--- config.mk ---
export PLATFORM = sky130hd
export DESIGN_NAME = dest_pop_arbiter
export DESIGN_NICKNAME = d
export VERILOG_FILES = /design/src/rtl/dest_pop_arbiter.sv
export SDC_FILE = /design/constraint.sdc
export NUM_CORES = 1
export LEC_CHECK = 0
export CAP_MARGIN = 15
export CORE_AREA = 2 2 57 59
export CTS_BUF_LIST = sky130_fd_sc_hd__clkbuf_8
export CTS_CLUSTER_SIZE = 8
export DETAILED_ROUTE_END_ITERATION = 7
export DIE_AREA = 0 0 59 61
export GPL_TIMING_DRIVEN = 0
export PLACE_DENSITY_LB_ADDON = 0.15
export SLEW_MARGIN = 40
export SYNTH_ARGS = -nofsm -noshare
export SYNTH_HDL_FRONTEND = slang
export SYNTH_SLANG_ARGS = --single-unit
--- constraint.sdc ---
create_clock -name clk -period 2 [get_ports clk]
set_input_delay 0.4 -clock clk [delete_from_list [all_inputs] [get_ports clk]]
set_output_delay 0.4 -clock clk [all_outputs]
set_load 0.02 [all_outputs]
--- src/rtl/dest_pop_arbiter.sv ---
// Drains FIFOs D0/D1 onto one link, round-robin (fixed D0 priority when STRICT_PRIO_D0_EN is defined).
// Latency: pop registered at edge N, link word valid after edge N+2; one word per cycle when streaming.
// Backpressure: no pops while credits are zero; each credit_return re-enables one pop.
module dest_pop_arbiter #(
  parameter int DATA_WIDTH   = 6,
  parameter int CREDIT_WIDTH = 4,
  parameter int MAX_CREDITS  = 8
) (
  input  logic                    clk,
  input  logic                    reset,
  input  logic                    init,
  input  logic                    empty_fifo_D0,
  input  logic                    empty_fifo_D1,
  input  logic [DATA_WIDTH-1:0]   data_out_D0,
  input  logic [DATA_WIDTH-1:0]   data_out_D1,
  input  logic                    error_D0,
  input  logic                    error_D1,
  input  logic                    credit_return,
  output logic                    D0_pop,
  output logic                    D1_pop,
  output logic [DATA_WIDTH-1:0]   link_data,
  output logic                    link_valid,
  output logic                    link_src,
  output logic [CREDIT_WIDTH-1:0] credits_avail,
  output logic [1:0]              arb_state,
  output logic                    arb_error
);

  typedef enum logic [1:0] {
    ST_INIT   = 2'd0,
    ST_IDLE   = 2'd1,
    ST_ACTIVE = 2'd2,
    ST_ERROR  = 2'd3
  } state_t;

  localparam logic [CREDIT_WIDTH-1:0] CRED_MAX = CREDIT_WIDTH'(MAX_CREDITS);
  localparam logic [CREDIT_WIDTH-1:0] CRED_ONE = CREDIT_WIDTH'(1);

  state_t state;
  logic   rd_vld;
  logic   rd_src;
`ifdef STRICT_PRIO_D0_EN
`else
  logic   last_grant;
`endif

  logic any_ne;
  logic pick_d1;
  logic pop_now;
  logic ovf;
  logic err_evt;

  assign arb_state = state;

  always_comb begin
    any_ne = !empty_fifo_D0 || !empty_fifo_D1;
`ifdef STRICT_PRIO_D0_EN
    pick_d1 = empty_fifo_D0;
`else
    pick_d1 = (!empty_fifo_D0 && !empty_fifo_D1) ? ~last_grant : empty_fifo_D0;
`endif
    // A FIFO error or re-init suppresses the pop so only already-popped words stay in flight.
    pop_now = ((state == ST_IDLE) || (state == ST_ACTIVE)) && (credits_avail != '0) &&
              any_ne && !init && !error_D0 && !error_D1;
    ovf     = credit_return && !pop_now && (credits_avail == CRED_MAX);
    err_evt = error_D0 || error_D1 || ovf;
  end

  always_ff @(posedge clk) begin
    if (reset) begin
      state         <= ST_INIT;
      credits_avail <= CRED_MAX;
      D0_pop        <= 1'b0;
      D1_pop        <= 1'b0;
      rd_vld        <= 1'b0;
      rd_src        <= 1'b0;
      link_valid    <= 1'b0;
      link_data     <= '0;
      link_src      <= 1'b0;
      arb_error     <= 1'b0;
`ifdef STRICT_PRIO_D0_EN
`else
      last_grant    <= 1'b1;
`endif
    end else if (init) begin
      state         <= ST_INIT;
      credits_avail <= CRED_MAX;
      D0_pop        <= 1'b0;
      D1_pop        <= 1'b0;
      rd_vld        <= 1'b0;
      link_valid    <= 1'b0;
      arb_error     <= 1'b0;
`ifdef STRICT_PRIO_D0_EN
`else
      last_grant    <= 1'b1;
`endif
    end else begin
      D0_pop <= pop_now && !pick_d1;
      D1_pop <= pop_now && pick_d1;
`ifdef STRICT_PRIO_D0_EN
`else
      if (pop_now) last_grant <= pick_d1;
`endif
      case ({pop_now, credit_return})
        2'b10:   credits_avail <= credits_avail - CRED_ONE;
        2'b01:   if (credits_avail != CRED_MAX) credits_avail <= credits_avail + CRED_ONE;
        default: credits_avail <= credits_avail;
      endcase

      // pop reg -> FIFO read cycle -> output reg
      rd_vld     <= D0_pop || D1_pop;
      rd_src     <= D1_pop;
      link_valid <= rd_vld;
      if (rd_vld) begin
        link_data <= rd_src ? data_out_D1 : data_out_D0;
        link_src  <= rd_src;
      end

      if (err_evt) begin
        state     <= ST_ERROR;
        arb_error <= 1'b1;
      end else begin
        case (state)
          ST_INIT:   state <= ST_IDLE;
          ST_IDLE:   if (any_ne && credits_avail != '0) state <= ST_ACTIVE;
          ST_ACTIVE: if (!any_ne || credits_avail == '0) state <= ST_IDLE;
          default:   state <= state;
        endcase
      end
    end
  end

endmodule

Yosys cells after proc, flatten, opt, wreduce, memory -nomap -nowiden. Cells that the tools add are included.

Input port bits: 20. Output and inout port bits: 17. Bits in latches: 0. Register bits: 20. Bits in writable memories: 0. Memories: 0. Word-level logic and storage cells: 66. ROM bits: 0.

Shift-type cells: 0. Eq/ne operators: 9. Bitwise operators: 2. $add $sub $neg: 2. Div/mod/pow operators: 0. Order comparisons: 0. Reductions and logical operators: 34. Muxes and demuxes: 8. $mul: 0.

Operators by type and width (count): $logic_and A1 B1 Y1 (11); $logic_not A1 Y1 (8); $pmux W4 S2 (1); $reduce_bool A4 Y1 (2); $logic_or A1 B1 Y1 (6); $mux W2 (3); $mux W6 (1); $ne A3 B2 Y1 const B (2); $pmux W2 S3 (1); $add A4 B1 Y4 const B (1); $eq A2 B1 Y1 const B (2); $eq A2 B2 Y1 const B (2); $eq A4 B4 Y1 const B (1); $logic_not A4 Y1 (1); $mux W4 (1); $ne A4 B4 Y1 const B (1); $reduce_and A2 Y1 (2); $sub A4 B1 Y4 const B (1); $reduce_and A3 Y1 (1); $logic_not A2 Y1 (1); $ne A2 B2 Y1 const B (1); $not A1 Y1 (2); $reduce_bool A2 Y1 (1); $reduce_or A2 Y1 (1); $mux W1 (1).

Logic depth before layout (Yosys ltp).
Word-level depth: 13. Gate-level depth with buffers: 10. Depth with buffers taken out: 10.

Worst setup path after synthesis. No wires, ideal clock.

Path type: register -> register. From: register state[0], in the netlist arb_state[0]. To: register credits_avail[3]. Required time: 1.928 ns. Arrival: 2.203 ns. Clock period less this slack: 2.274 ns. Buffers on the path: 0. Setup slack: -0.274 ns. Setup time: 0.072 ns. Cell stages (with the launch flop): 11. Cells stage by stage: dfxtp_1 > inv_1 > ha_1 > nor4b_4 > nand3_4 > nand2_1 > ha_1 > a21oi_1 > a211oi_1 > mux2i_1 > mux2i_1.

Cells in the longest elaborated chain, start to end: 10. Elaborated cells between the ends (all ways): 14. Classes of those cells: 5 x eq/ne; 1 x mux; 8 x reduce/logical.

RTL lines: from (decl) (RTL line 39) `state_t state;`; from (signal assigned) (RTL line 127) `default: state <= state;`; $eq A2 B1 Y1 or $eq A2 B2 Y1 (tied branches) (RTL line 63) `pop_now = ((state == ST_IDLE) || (state == ST_ACTIVE)) && (credits_avail != '0) &&`; $logic_or A1 B1 Y1 * (RTL line 63); $logic_and A1 B1 Y1 * (2 in a row) (RTL line 63); $logic_and A1 B1 Y1 * (3 in a row) (RTL line 64) `any_ne && !init && !error_D0 && !error_D1;`; $eq A2 B1 Y1 or $eq A2 B2 Y1 (tied branches) (RTL line 104) `case ({pop_now, credit_return})`; $ne A2 B2 Y1 (no source line) or $reduce_bool A2 Y1 (tied branches); $reduce_and A2 Y1 (no source line); to (signal assigned) (RTL line 105) `2'b10: credits_avail <= credits_avail - CRED_ONE;`; to (signal assigned) (RTL line 106) `2'b01: if (credits_avail != CRED_MAX) credits_avail <= credits_avail + CRED_ONE;`; to (signal assigned) (RTL line 107) `default: credits_avail <= credits_avail;`; to (decl) (RTL line 24) `output logic [CREDIT_WIDTH-1:0] credits_avail,`.

Mark *: on every way between the ends. The rest lies on a longest branch, timed or not. A chain may end at the register's enable or synchronous reset.

Worst setup path after layout.
From: register credits_avail[0]. To: register credits_avail[3].

Cells in the longest elaborated chain, start to end: 9. Elaborated cells between the ends (all ways): 16. Classes of those cells: 2 x add/sub; 4 x eq/ne; 2 x mux; 8 x reduce/logical.

RTL lines (RTL line): $reduce_bool A4 Y1 (63); $logic_and A1 B1 Y1 (2 in a row) (63); $logic_and A1 B1 Y1 (3 in a row) (64); $eq A2 B1 Y1 or $eq A2 B2 Y1 (tied branches) (104); $ne A2 B2 Y1 (no source line) or $reduce_bool A2 Y1 (tied branches); $reduce_and A2 Y1 (no source line).

Several ways; a longest one is shown, not always the timed one. The select of a mux whose other input is x is not followed.

==> metrics.txt <==
Final WS setup -0.0567 ns; Design Power 947 uW; final RePlAce weighted congestion approximately 0.7; initial core utilization 34.3%; std cell rows 20; Final Skew 0.00417 ns; Layout fillers 289; CTS tree built; Die Area 0.00360 mm2; Fin. Hold Viols 0; Synth Register Bits 20; largest net degree at the start of global routing 13; final net count 178; ys async rst share 0%; CP max FO 3; Cell Area, Synth between 0.001 and 0.0015 mm2; Clock Pin Slew Worst Setup and Hold Paths 0.08 ns; WL final 2270 um; Distinct cells, synth 31; Crit path required time 2.19 ns; failing checks negative setup slack; total clock sinks 20; RSZ-0062 raised after global routing true; Wirelength per Cell roughly 12 um; drt first pass iters 2; Fin Hold WS around 0.44 ns; layout cell share with drive strength beyond 1 15.9%; sequential area share after synthesis 39.5%; Max Cap Violations 0; Peak VDD IR 0.269 mV; I/O Pins 37; Hold WC Path Type flip-flop to flip-flop; Hold Path Origin arb_error; GRT Util Overall 13.9%; H-tree levels 1; final core utilization a little over half; CP Capture Type flip-flop; initial antenna violation count 0; Power per Cell Area about 610 mW/mm2; die width between 50 and 60 um; Diodes inserted 0; Die Ht slightly above 60 um; first-pass GRT wire length 3820 um; final slew viol count 0; outcome finished, violations left; GRT Residual Overflow 0; reg2reg start credits_avail[0]; WP data arrival 2.25 ns; DR vias 940; r2r worst-path depth 8; Yosys top cell area share about 40%; CP Class flip-flop to flip-flop; Core Box Area 0.00295 mm2; Syn Nets 133; Setup Viol. Count Final 1; Clk Latency, worst-skew pair roughly 0.26 ns; Post-synth EDFFs 0; GR Util met1 17.9%; CTS Hold Bufs 0; Tmin final 2.06 ns; Post-synth top cells 20 x dfxtp_1, 16 x nor2_1, 13 x mux2i_1; number of global-route vias before repair roughly 890; Least-Margin Pin Slew 0.621 ns; drc violations 0; area leader, netlist dfxtp_1; TritonCTS Buffers 3; fmax 486 MHz; Post-DP HPWL about 1700 um; leakage around 0.0006 uW; met3 Resource Use GR 1.92%; Area contributors post-synth dfxtp_1 40%, mux2i_1 13%, ha_1 6.2%; placed standard-cell area 0.00145 mm2; slew margin rel. 58.0%; Post-synth top flop dfxtp_1; Buffers on Ports 36; GRT busiest layer met2; most common cell in the netlist dfxtp_1; Mapped Cells 107; root buf cell clkbuf_8; area grow syn2layout 53.7%; met2 Use GR between 20% and 30%; Clock Path Buffers 2; final instance area 0.00156 mm2; Vias/cell 5.11; Synthesis Warnings 0; TNS Setup -0.0567 ns; Hold Path End arb_error; initial drt markers 14; Antenna Nets Post-Route 0; synthesized area per cell 9.47 um2; worst reg2reg setup slack -0.06 ns; r2r endpoint credits_avail[3]; fin crit share 103%; WHS Path Cells 2; crit start category flip-flop
==> critical path, cell delays in order, from the launching register on <==
cell	delay (ns)
dfxtp_4	0.35
or4_4	0.55
nand3_4	0.11
nand2_4	0.07
ha_1	0.28
nand3_1	0.09
and3_1	0.17
mux2i_1	0.18
mux2i_1	0.19
==> final cells by class <==
| cell class | count | area (um2) | share of cell area [%] |
|---|---|---|---|
| clock buffer | 3 | 41.3 | 2.65 |
| multi-input combinational | 79 | 609 | 39.1 |
| tap | 33 | 41.3 | 2.65 |
| timing repair buffer | 40 | 389 | 25.0 |
| sequential | 20 | 417 | 26.7 |
| clock inverter | 1 | 30.0 | 1.93 |
| inverter | 4 | 15.0 | 0.964 |
| buffer | 4 | 15.0 | 0.964 |
==> worst max path at each step <==
stage / startpoint / end / slack (ns)
after floorplan: credits_avail[3] / credits_avail[3] / -0.05
after global placement: init / credits_avail[3] / -0.56
after detailed placement: init / credits_avail[3] / -0.60
after CTS: credits_avail[0] / credits_avail[3] / -0.08
after global routing: arb_state[0] / credits_avail[3] / -0.20
final: credits_avail[0] / credits_avail[3] / -0.06
==> layer usage <==
| metal | wire [um] | share of wire, % |
|---|---|---|
| met5 | 0 | 0 |
| met2 | 1090 | 48 |
| met4 | 21 | 0.92 |
| met3 | 67 | 2.9 |
| met1 | 1090 | 48 |
==> where the power goes <==
part	internal (uW)	switching [uW]
logic	72.1	54.4
clock network	267	148
registers	400	5.04
total	739	207
==> sequential cells by signal, summed over array words and instances, names as in the netlist <==
register       flops
arb_error          1
last_grant         1
link_data          6
rd_vld             1
link_valid         1
credits_avail      4
D1_pop             1
arb_state          2
D0_pop             1
rd_src             1
link_src           1
==> cells by family after synthesis <==
group / after synthesis / share of synthesized area (%)
adders and majority gates: 6 / 8.15
muxes: 14 / 14.2
DFF: 20 / 39.5
and+or+nand+nor: 41 / 22.7
buffers and inverters: 8 / 2.96
xor gates and xnor gates: 1 / 0.864
AOI/OAI and AO/OA: 17 / 11.6
==> repair_timing <==
item,4_1_cts,5_1_grt
resized for setup,3,1
endpoints found under the hold margin,0,0
cloned,0,0
setup endpoints to repair,5,1
pin swaps,3,1
buffers inserted,3,1
==> stage by stage <==
stage	worst slack, ns	cells
final	-0.0567	184
after detailed placement	-0.600	176
after floorplan	-0.0508	107
after CTS	-0.0810	183
after global routing	-0.200	184
after global placement	-0.562	176
==> layout by cell type (no fill, tap or decap), types with 3 or more instances in the layout <==
cell,Yosys,layout
dfxtp_4,0,4
inv_1,4,4
buf_4,0,4
clkbuf_8,0,3
nand2_1,8,7
clkbuf_1,4,4
nor2_1,16,16
ha_1,5,4
a211oi_1,7,7
mux2i_1,13,13
clkdlybuf4s50_1,0,35
dfxtp_1,20,15
No activity file was read; power rests on OpenSTA's default activity.
